## config.mk

```make
export PLATFORM = sky130hd
export DESIGN_NAME = align_shift_pipe
export DESIGN_NICKNAME = d
export VERILOG_FILES = /design/src/rtl/fpu_shift_pkg.sv /design/src/rtl/shift_level.sv /design/src/rtl/align_shift_pipe.sv
export SDC_FILE = /design/constraint.sdc
export NUM_CORES = 1
export LEC_CHECK = 0
export ABC_CLOCK_PERIOD_IN_PS = 4900
export BUFFER_PORTS_ARGS = -buffer_cell sky130_fd_sc_hd__buf_2
export CORE_MARGIN = 4
export CORE_UTILIZATION = 40
export DETAILED_ROUTE_END_ITERATION = 7
export PLACE_DENSITY = 0.62
export SLEW_MARGIN = 30
export SYNTH_ARGS = -nofsm -noshare
export SYNTH_HDL_FRONTEND = slang
export SYNTH_SLANG_ARGS = --single-unit
```

## constraint.sdc

```tcl
create_clock -name clk -period 4.9 [get_ports clk]
set_clock_uncertainty 0.1 [all_clocks]
set_input_delay 0.49 -clock clk [delete_from_list [all_inputs] [get_ports clk]]
set_output_delay 0.49 -clock clk [all_outputs]
set_load 0.02 [all_outputs]
```

## src/rtl/fpu_shift_pkg.sv

```systemverilog
// Shared definitions for the pipelined FPU alignment shifter.
// Mode encodings and pipeline-depth helper.
package fpu_shift_pkg;

    localparam logic [1:0] MODE_SRL = 2'b00;
    localparam logic [1:0] MODE_SRA = 2'b01;
    localparam logic [1:0] MODE_SLL = 2'b10;

    function automatic int calc_lat(input int shw, input int reg_every);
        return (shw + reg_every - 1) / reg_every;
    endfunction

endpackage

```

## src/rtl/shift_level.sv

```systemverilog
// One combinational shifter level: shifts by DIST when enabled.
// Right shifts report the OR of the bits they drop.
module shift_level
    import fpu_shift_pkg::*;
#(
    parameter int WIDTH = 24,
    parameter int DIST  = 1
) (
    input  logic [WIDTH-1:0] i_data,
    input  logic [1:0]       i_mode,
    input  logic             i_fill,
    input  logic             i_en,
    output logic [WIDTH-1:0] o_data,
    output logic             o_drop
);

    logic             w_left;
    logic [WIDTH-1:0] w_rsh;
    logic [WIDTH-1:0] w_lsh;
    logic             w_lost;

    assign w_left = (i_mode == MODE_SLL);

    // A level wider than the word clears it entirely: no wrap-around.
    generate
        if (DIST >= WIDTH) begin : g_far
            assign w_rsh  = {WIDTH{i_fill}};
            assign w_lsh  = '0;
            assign w_lost = |i_data;
        end else begin : g_near
            assign w_rsh  = {{DIST{i_fill}}, i_data[WIDTH-1:DIST]};
            assign w_lsh  = {i_data[WIDTH-1-DIST:0], {DIST{1'b0}}};
            assign w_lost = |i_data[DIST-1:0];
        end
    endgenerate

    always_comb begin
        o_data = i_data;
        o_drop = 1'b0;
        if (i_en) begin
            if (w_left) begin
                o_data = w_lsh;
            end else begin
                o_data = w_rsh;
                o_drop = w_lost;
            end
        end
    end

endmodule

```

## src/rtl/align_shift_pipe.sv

```systemverilog
// Pipelined barrel shifter (SRL/SRA/SLL) with sticky output
// and a valid/ready handshake with full backpressure.
module align_shift_pipe
    import fpu_shift_pkg::*;
#(
    parameter int WIDTH     = 24,
    parameter int SHW       = 5,
    parameter int REG_EVERY = 2,
    parameter int TAG_W     = 4
) (
    input  logic             clk,
    input  logic             rst_n,
    input  logic             in_valid,
    output logic             in_ready,
    input  logic [WIDTH-1:0] in_data,
    input  logic [SHW-1:0]   in_shamt,
    input  logic [1:0]       in_mode,
    input  logic [TAG_W-1:0] in_tag,
    output logic             out_valid,
    input  logic             out_ready,
    output logic [WIDTH-1:0] out_data,
    output logic             out_sticky,
    output logic [TAG_W-1:0] out_tag
);

    localparam int L = calc_lat(SHW, REG_EVERY);

    logic [L-1:0]     r_valid;
    logic [WIDTH-1:0] r_data   [L];
    logic [SHW-1:0]   r_shamt  [L];
    logic [1:0]       r_mode   [L];
    logic [L-1:0]     r_fill;
    logic [L-1:0]     r_sticky;
    logic [TAG_W-1:0] r_tag    [L];

    logic [L-1:0]     w_cx_valid;
    logic [WIDTH-1:0] w_cx_data  [L];
    logic [SHW-1:0]   w_cx_shamt [L];
    logic [1:0]       w_cx_mode  [L];
    logic [L-1:0]     w_cx_fill;
    logic [L-1:0]     w_cx_sticky;
    logic [TAG_W-1:0] w_cx_tag   [L];

    logic [WIDTH-1:0] w_st_data  [L];
    logic [L-1:0]     w_st_sticky;
    logic [L:0]       w_adv;
    logic             w_unused;

    // Stage-input context: stage 0 sees the port, later stages the previous register.
    for (genvar s = 0; s < L; s++) begin : g_stg
        if (s == 0) begin : g_in
            assign w_cx_valid[0]  = in_valid;
            assign w_cx_data[0]   = in_data;
            assign w_cx_shamt[0]  = in_shamt;
            assign w_cx_mode[0]   = in_mode;
            assign w_cx_fill[0]   = (in_mode == MODE_SRA) & in_data[WIDTH-1];
            assign w_cx_sticky[0] = 1'b0;
            assign w_cx_tag[0]    = in_tag;
        end else begin : g_reg
            assign w_cx_valid[s]  = r_valid[s-1];
            assign w_cx_data[s]   = r_data[s-1];
            assign w_cx_shamt[s]  = r_shamt[s-1];
            assign w_cx_mode[s]   = r_mode[s-1];
            assign w_cx_fill[s]   = r_fill[s-1];
            assign w_cx_sticky[s] = r_sticky[s-1];
            assign w_cx_tag[s]    = r_tag[s-1];
        end
    end

    for (genvar k = 0; k < SHW; k++) begin : g_lvl
        localparam int S = k / REG_EVERY;

        logic [WIDTH-1:0] w_i_data;
        logic [WIDTH-1:0] w_o_data;
        logic             w_i_sticky;
        logic             w_o_sticky;
        logic             w_drop;

        if (k % REG_EVERY == 0) begin : g_head
            assign w_i_data   = w_cx_data[S];
            assign w_i_sticky = w_cx_sticky[S];
        end else begin : g_body
            assign w_i_data   = g_lvl[k-1].w_o_data;
            assign w_i_sticky = g_lvl[k-1].w_o_sticky;
        end

        shift_level #(
            .WIDTH (WIDTH),
            .DIST  (1 << k)
        ) u_lvl (
            .i_data (w_i_data),
            .i_mode (w_cx_mode[S]),
            .i_fill (w_cx_fill[S]),
            .i_en   (w_cx_shamt[S][k]),
            .o_data (w_o_data),
            .o_drop (w_drop)
        );

        assign w_o_sticky = w_i_sticky | w_drop;

        if ((k % REG_EVERY == REG_EVERY - 1) || (k == SHW - 1)) begin : g_tail
            assign w_st_data[S]   = w_o_data;
            assign w_st_sticky[S] = w_o_sticky;
        end
    end

    // A stage moves when it is empty or its successor moves.
    always_comb begin
        w_adv    = '0;
        w_adv[L] = out_ready;
        for (int s = L - 1; s >= 0; s--) begin
            w_adv[s] = ~r_valid[s] | w_adv[s+1];
        end
    end

    always_ff @(posedge clk or negedge rst_n) begin
        if (!rst_n) begin
            r_valid  <= '0;
            r_fill   <= '0;
            r_sticky <= '0;
            for (int s = 0; s < L; s++) begin
                r_data[s]  <= '0;
                r_shamt[s] <= '0;
                r_mode[s]  <= '0;
                r_tag[s]   <= '0;
            end
        end else begin
            for (int s = 0; s < L; s++) begin
                if (w_adv[s]) begin
                    r_valid[s]  <= w_cx_valid[s];
                    r_data[s]   <= w_st_data[s];
                    r_shamt[s]  <= w_cx_shamt[s];
                    r_mode[s]   <= w_cx_mode[s];
                    r_fill[s]   <= w_cx_fill[s];
                    r_sticky[s] <= w_st_sticky[s];
                    r_tag[s]    <= w_cx_tag[s];
                end
            end
        end
    end

    // The final stage's control context has no consumer.
    assign w_unused = ^{r_shamt[L-1], r_mode[L-1], r_fill[L-1]};

    assign in_ready   = w_adv[0];
    assign out_valid  = r_valid[L-1];
    assign out_data   = r_data[L-1];
    assign out_sticky = r_sticky[L-1];
    assign out_tag    = r_tag[L-1];

endmodule

```

# Word-level counts from Yosys, hierarchy flattened
# Index checks and enable logic that the tools add are counted.
# totals
elab_cells	57
in_bits	39
out_inout_bits	31
regBits	106
# op_classes
muxes	20
bitwise_logic	11
n_eq_ne	4
reduce_logical	4
# op_table
op	n
24-bit two-way mux	10
16-bit OR reduction	1
1-bit two-way mux	10
8-bit OR reduction	1
1-bit OR	7
2-bit == test, second input constant	3
4-bit OR reduction	1
1-bit NOT	3
2-bit by 1-bit == test with 1-bit output, second input constant	1
2-bit OR reduction	1
1-bit AND	1

# Longest topological paths before layout
# Gate-level depths: netlist of run 1.
# depth
depth_word	8
mapped_depth	9
ltp_nobuf	6

# Modules after synthesis
# Synthesis of run 1 repeated with hierarchy kept, for this count alone.
# hier_totals
cells_unflattened	671
area_unflattened_um2	6545.0
# modules_own_cells
module	cells_each	area_each_um2	seq_area_each_um2	instances
align_shift_pipe	223	3764.9	2502.4	1
shift_level at g_lvl[0].u_lvl	113	800.8	0.0	1
shift_level at g_lvl[1].u_lvl	83	543.0	0.0	1
shift_level at g_lvl[2].u_lvl	83	538.0	0.0	1
shift_level at g_lvl[3].u_lvl	88	483.0	0.0	1
shift_level at g_lvl[4].u_lvl	81	415.4	0.0	1

# Worst setup path after synthesis of run 1
# OpenSTA, ideal clock, no wires.
# synth_path
path_type	register to output
start	register r_valid[2]
end	output in_ready
setup_slack_ns	2.909
path_stages_with_launch	8
arrival_ns	1.401
path_buffers	3
t_required_ns	4.310
path_cell_list	dfrtp_1 nor2b_1 buf_2 nand2_1 nor2_1 buf_2 inv_2 buf_2
# synth_between
elab_chain_cells	4
# synth_lines
item	line	text
from (decl)	align_shift_pipe.sv:28	logic [L-1:0] r_valid;
from (signal, indexed assignment)	align_shift_pipe.sv:130	r_valid[s] <= w_cx_valid[s];
1-bit NOT	align_shift_pipe.sv:112	w_adv[s] = ~r_valid[s] | w_adv[s+1];
1-bit OR (3 in series)	align_shift_pipe.sv:112	
to (decl)	align_shift_pipe.sv:14	output logic in_ready,
# Every way passes these cells.

# Worst setup path in the final report of run 1
# layout_path
start	register r_shamt[13] (netlist name)
end	register r_data (netlist bit g_lvl[4].w_i_data[8])
# layout_between
elab_chain_cells	1
# layout_lines
item	line	text
from (decl)	align_shift_pipe.sv:30	logic [SHW-1:0] r_shamt [L];
from (signal, indexed assignment)	align_shift_pipe.sv:132	r_shamt[s] <= w_cx_shamt[s];
24-bit two-way mux	shift_level.sv:40	if (i_en) begin
to (signal, indexed assignment)	align_shift_pipe.sv:131	r_data[s] <= w_st_data[s];
to (decl)	align_shift_pipe.sv:29	logic [WIDTH-1:0] r_data [L];
# Every way passes these cells.
# A chain may end at the register's enable or synchronous reset.

==> results of run 1 <==
metal layers:
layer | vias to the layer above | global-route usage [%] | wire (um)
met1 | 2657 | 27.3 | 7500
met4 | 0 | 7.00 | 364
li1 | 2683 | - | -
met3 | 27 | 3.82 | 1120
met5 | - | 0 | 0
met2 | 246 | 28.7 | 7400
Yosys cell counts (all sizes together):
| cell type | count | area, um2 |
|---|---|---|
| a211o | 2 | 17.5 |
| a211oi | 4 | 30.0 |
| a21o | 2 | 15.0 |
| a21oi | 80 | 404 |
| a221oi | 8 | 70.1 |
| a2bb2oi | 1 | 8.76 |
| a311o | 1 | 10.0 |
| a311oi | 33 | 289 |
| a31oi | 21 | 131 |
| and2b | 1 | 7.51 |
| and3 | 7 | 43.8 |
| and3b | 3 | 26.3 |
| buf | 33 | 189 |
| clkbuf | 34 | 128 |
| clkinv | 1 | 3.75 |
| dfrtp | 100 | 2500 |
| inv | 10 | 37.5 |
| maj3 | 1 | 10.0 |
| mux2 | 3 | 33.8 |
| mux2i | 6 | 60.1 |
| mux4 | 21 | 480 |
| nand2 | 193 | 724 |
| nand2b | 6 | 37.5 |
| nand3 | 12 | 60.1 |
| nand3b | 1 | 7.51 |
| nand4 | 2 | 12.5 |
| nor2 | 98 | 370 |
| nor2b | 3 | 18.8 |
| nor3 | 1 | 5.00 |
| nor4 | 5 | 37.5 |
| o211ai | 1 | 7.51 |
| o21a | 1 | 7.51 |
| o21ai | 41 | 205 |
| o221ai | 1 | 8.76 |
| o22ai | 2 | 12.5 |
| o2bb2ai | 3 | 26.3 |
| o31ai | 2 | 15.0 |
| o41a | 1 | 11.3 |
| or2 | 1 | 6.26 |
| or3 | 1 | 6.26 |
| or4 | 1 | 7.51 |
worst max-delay path by stage:
stage / slack, ps / to
2_1_floorplan: 2910 / in_ready
3_5_place_dp: 2180 / r_sticky[1]$_DFFE_PN0P_
4_1_cts: 2180 / r_sticky[1]$_DFFE_PN0P_
3_3_place_gp: 2280 / g_lvl[2].w_i_data[10]$_DFFE_PN0P_
5_1_grt: 2260 / g_lvl[4].w_i_data[8]$_DFFE_PN0P_
6_report: 2490 / g_lvl[4].w_i_data[8]$_DFFE_PN0P_
metrics by stage:
stage                     instance area [um2]  total power, W  instances  hold WS (ps)  worst slack [ps]
after CTS                                6720         0.00265        957           130              2180
final                                    6730         0.00264        957           105              2490
after global routing                     6730         0.00280        957           181              2260
after floorplan                          6090         0.00166        748          94.4              2910
after global placement                   6410         0.00189        941           349              2280
after detailed placement                 6410         0.00191        941           351              2180
state kept, by name (all words and copies together) (netlist names):
name / flops
r_tag: 8
out_data: 24
out_tag: 4
r_fill: 2
r_valid: 3
r_shamt: 4
r_mode: 4
r_sticky: 3
g_lvl.w_i_data: 48
cell families (layout without fill, tap and decap cells):
group                      Yosys count  after routing  synth area share [%]
DFF                                100            100                  41.1
AOI/OAI and AO/OA                  204            204                  20.9
and+or+nand+nor                    335            335                  22.5
adders and majority gates            1              1                 0.164
muxes                               30             30                  9.44
buffers and inverters               78            103                  5.88
cell type report:
cell class              count  area [um2]
fillers                  1446        7970
multi-input cells         570        3240
flip-flops and latches    100        2500
repair buffers             76         403
clock buffers              10         239
well taps                 184         230
clock inverters             6        68.8
inverters                  11        41.3
cell usage in the layout (no fill, tap or decap), types with 9 or more instances in the layout:
cell type and instances:
a311oi_1 33, dfrtp_1 99, a31oi_1 21, nor2_1 96
buf_4 9, nand3_1 12, clkbuf_16 9, mux4_2 19
nand2_1 193, o21ai_1 35, buf_2 67, a21oi_1 79
power by group:
group          internal (W)  switching, W
Clock              0.000415      0.000320
Sequential         0.000991      0.000168
Combinational      0.000276      0.000466
==> flow_summary.json, run 1 <==
{
  "clock.fmax_mhz": 414,
  "clk_pin_slew_ps": 70,
  "die_y_um": 131,
  "coreArea_um2": 14700,
  "fin_crit_ps": 2410,
  "cp_data_required_time_ps": 5070,
  "setup_violations": 0,
  "initial_utilization_pct": 41.4,
  "ctsResizeCount": 0,
  "leakage_nw": 2.91,
  "hold_violations": 0,
  "avgViaCountPerCell": 5.87,
  "die_x_um": 131,
  "finalCritPeriodShare_pct": 49.3,
  "grt_use_total_pct": 19.0,
  "run_status": "completed",
  "reg2reg_slack_ps": 2490,
  "syn-mean-instance-area_um2": 8.14,
  "num_vias": 5613,
  "gr-total-overflow": 0,
  "grt_pass1_wl_um": 27200,
  "startpoint_type": "flop",
  "antenna_found_initial": 0,
  "clock_tree.buffer_depth": 2,
  "clkLatencyLatePin_ps": 350,
  "cts-buffers-inserted": 9,
  "num_antenna_cells": 0,
  "critical_path_peak_fanout": 27,
  "cp.depth": 4,
  "worstSetupPathType": "flop to flop",
  "worst_path_max_delay_cell": "dfrtp_1",
  "syn_area_um2": 6090,
  "slowest_delay_ps": 900,
  "cts_root_buffer": "clkbuf_16",
  "wl_um": 16400,
  "htreeDepth": 3,
  "clock_sinks": 100,
  "cap_violations": 0,
  "gp_congestion": 0.913,
  "drive_gt1_share_pct": 16.2,
  "wire_per_inst_um": 17.1,
  "ys_ff_latch": 100,
  "cp_num_buf_inv": 1,
  "path_cells": "clkinv_1 > a211oi_1 > a31oi_1 > a21oi_1",
  "io_buffers": 69,
  "syn_inst": 748,
  "io_pins": 70,
  "cts_tree": "done",
  "grt_max_degree": 59,
  "row_count": 44,
  "rsz0062_at_grt": "no",
  "synthesis.nets": 787,
  "layout.nets": 807,
  "grt_pass1_vias": 5209,
  "final_util_pct": 45.8,
  "worstSetupEndpointType": "flop",
  "cts_setup_buffers": 0,
  "dp.final_hpwl_um": 11600,
  "cp-startpoint": "r_shamt[13]$_DFFE_PN0P_",
  "areaGrowthSynthToFinish_pct": 10.6,
  "yosys_warnings": 0,
  "vdd_drop_max_uv": 187,
  "setup_tns_ps": 0,
  "route.detailed.drc": 0,
  "holdCritPathClass": "primary input to asynchronous set/reset pin",
  "timing.rr.end": "g_lvl[4].w_i_data[8]$_DFFE_PN0P_",
  "synth-seq-area-share_pct": 41.1,
  "cp_top_family": "flip-flops",
  "reg2reg_from": "r_shamt[13]$_DFFE_PN0P_",
  "drt_pass1_iterations": 5,
  "r2r_cells": 4,
  "power_density_nw_per_um2": 392,
  "dieArea_um2": 17300,
  "max_slew.worst_pin.slew_ps": 856,
  "drtAntennaViolNets": 0,
  "drv_slew": 0,
  "postCtsHoldBufs": 0,
  "relSlewSlack_pct": 42.9,
  "synth_cell_types": 52,
  "arrival_ps": 2590,
  "drtIter0Drc": 410
}
No activity file was read; power rests on OpenSTA's default activity.
==> run 2: changes to the inputs <==
- ABC_CLOCK_PERIOD_IN_PS: 4900 -> 2120
- PLACE_DENSITY: 0.62 -> 0.64
- clock period: 4.9 -> 2.12 ns (I/O delays scaled with it)
==> run 2 against run 1 <==
Against the previous run: first-iteration DRC count is 2.9% higher; largest cell class unchanged; highest routed layer unchanged; utilization grew 1.9 points; total power rose by 130%.
==> flow_summary.json, run 2 (synthesis gave the netlist of run 1 again) <==
{
  "run_status": "completed",
  "drtIter0Drc": 422,
  "final_common_cell": "nand2_1",
  "pwr-share-seq_pct": 43.7,
  "holdCritPathClass": "primary input to flop",
  "fin_crit_ps": 2000,
  "dp_cells": 966,
  "p_clk_share_pct": 25.4,
  "clk_pin_slew_ps": 70,
  "dp.final_hpwl_um": 12600,
  "drive_gt1_share_pct": 18.2,
  "grt_pass1_wl_um": 28400,
  "io_buffers": 69,
  "die_y_um": 131,
  "route.detailed.drc": 0,
  "max_slew.worst_pin.slew_ps": 695,
  "initial_utilization_pct": 41.4,
  "finalCritPeriodShare_pct": 94.4,
  "setup_violations": 0,
  "critical_path_peak_fanout": 21,
  "drv_slew": 0,
  "r2r_cells": 6,
  "num_vias": 5605,
  "startpoint_type": "flop",
  "die_x_um": 131,
  "cts_tree": "done",
  "instances_no_fill": 990,
  "wire_per_inst_um": 17.2,
  "layout_common_cells": "192 x nand2_1, 100 x dfrtp_1, 96 x nor2_1, 79 x a21oi_1, 68 x buf_2",
  "gp_congestion": 0.939,
  "areaGrowthSynthToFinish_pct": 15.3,
  "clkLatencyLatePin_ps": 350,
  "switching_share_pct": 36.8,
  "finalHoldWorstSlack_ps": 7.01,
  "p_switching_w": 0.00222,
  "hold_violations": 0,
  "layout.nets": 841,
  "cts_root_buffer": "clkbuf_16",
  "cp_data_required_time_ps": 2260,
  "num_antenna_cells": 0,
  "io_pins": 70,
  "intPower_w": 0.00381,
  "clock.fmax_mhz": 500,
  "coreArea_um2": 14700,
  "clock_tree.buffer_depth": 2,
  "worstSetupEndpointType": "flop",
  "clock_sinks": 100,
  "hold_path_depth": 3,
  "grt_pass1_vias": 5342,
  "relSlewSlack_pct": 53.7,
  "row_count": 44,
  "leakage_nw": 3.06,
  "drt_pass1_iterations": 7,
  "vdd_drop_max_uv": 388,
  "htreeDepth": 3,
  "grt_max_degree": 101,
  "cap_violations": 0,
  "combinationalPowerShare_pct": 30.9,
  "drtAntennaViolNets": 0,
  "worstSetupPathType": "flop to flop",
  "gr-total-overflow": 0,
  "largest_reg_flops": 48,
  "setup_tns_ps": 0,
  "cts-buffers-inserted": 9,
  "rsz0062_at_grt": "no",
  "power_density_nw_per_um2": 860,
  "grt_use_total_pct": 20.0,
  "avgViaCountPerCell": 5.66,
  "wl_um": 17000,
  "dieArea_um2": 17300,
  "antenna_found_initial": 0,
  "arrival_ps": 2140
}
==> run 2: changes by cell type in the layout (fill, tap and decap cells not counted), sizes merged <==
cell	delta
buf	+26
bufinv	-1
clkbuf	-1
clkinvlp	+2
dlygate4sd3	+8
inv	-1
==> run 2: layer usage <==
layer	GRT usage [%]	vias up	wire length [um]
met1	28.2	2648	7770
met2	32.0	186	7970
met4	5.83	0	326
met5	0	-	0
li1	-	2751	-
met3	3.13	20	915
==> run 2: worst max-delay path, cell delays in order, from the launching register on <==
cell and delay [ps]:
dfrtp_1 430, and2b_1 350, buf_12 190, o2bb2ai_1 110, nor4_2 140, nand4_1 130
o41a_1 420
==> run 2: what timing repair did <==
| item | in CTS | in global routing |
|---|---|---|
| hold buffers | 8 | 0 |
| endpoints found under the hold margin | 107 | 0 |
| pin swaps | 1 | 1 |
| endpoints found under the setup margin | 1 | 2 |
| cloned | 0 | 0 |
| buffers inserted | 0 | 1 |
| gates resized for setup | 1 | 1 |
==> run 2: path summary, 6_finish.rpt <==
kind,start,slack (ps),end
hold reg to reg,out_tag[1]$_DFFE_PN0P_,360,out_tag[1]$_DFFE_PN0P_
min in group asynchronous,rst_n,370,out_data[12]$_DFFE_PN0P_
setup / recovery,r_mode[4]$_DFFE_PN0P_,120,r_sticky[1]$_DFFE_PN0P_
max in group asynchronous,rst_n,1140,out_tag[1]$_DFFE_PN0P_
hold / removal,in_shamt[2],7,r_shamt[12]$_DFFE_PN0P_
setup reg to reg,r_mode[4]$_DFFE_PN0P_,120,r_sticky[1]$_DFFE_PN0P_
==> run 2: power by group through the flow <==
stage	sequential, W	clock, W	combinational (W)
3_5_place_dp	0.00267	0	0.00185
4_1_cts	0.00264	0.00158	0.00187
5_1_grt	0.00270	0.00166	0.00207
2_1_floorplan	0.00272	0	0.00112
6_report	0.00264	0.00153	0.00186
3_3_place_gp	0.00266	0	0.00183
==> run 2: metrics by stage <==
step                      utilization [%]  worst slack (ps)  power [W]  instance area, um2
after floorplan                         -               298    0.00384                6090
after global placement               45.2               163    0.00449                6650
after detailed placement             45.2               137    0.00452                6650
after CTS                            47.7              39.1    0.00608                7000
after global routing                 47.7             0.859    0.00643                7010
final                                47.7               119    0.00603                7010
==> run 2: layout make-up <==
class	count	area (um2)
fill	1463	7680
multi-input combinational	570	3240
sequential	100	2500
timing repair buffer	110	726
tap	184	230
clock buffer	9	225
clock inverter	6	48.8
inverter	11	41.3
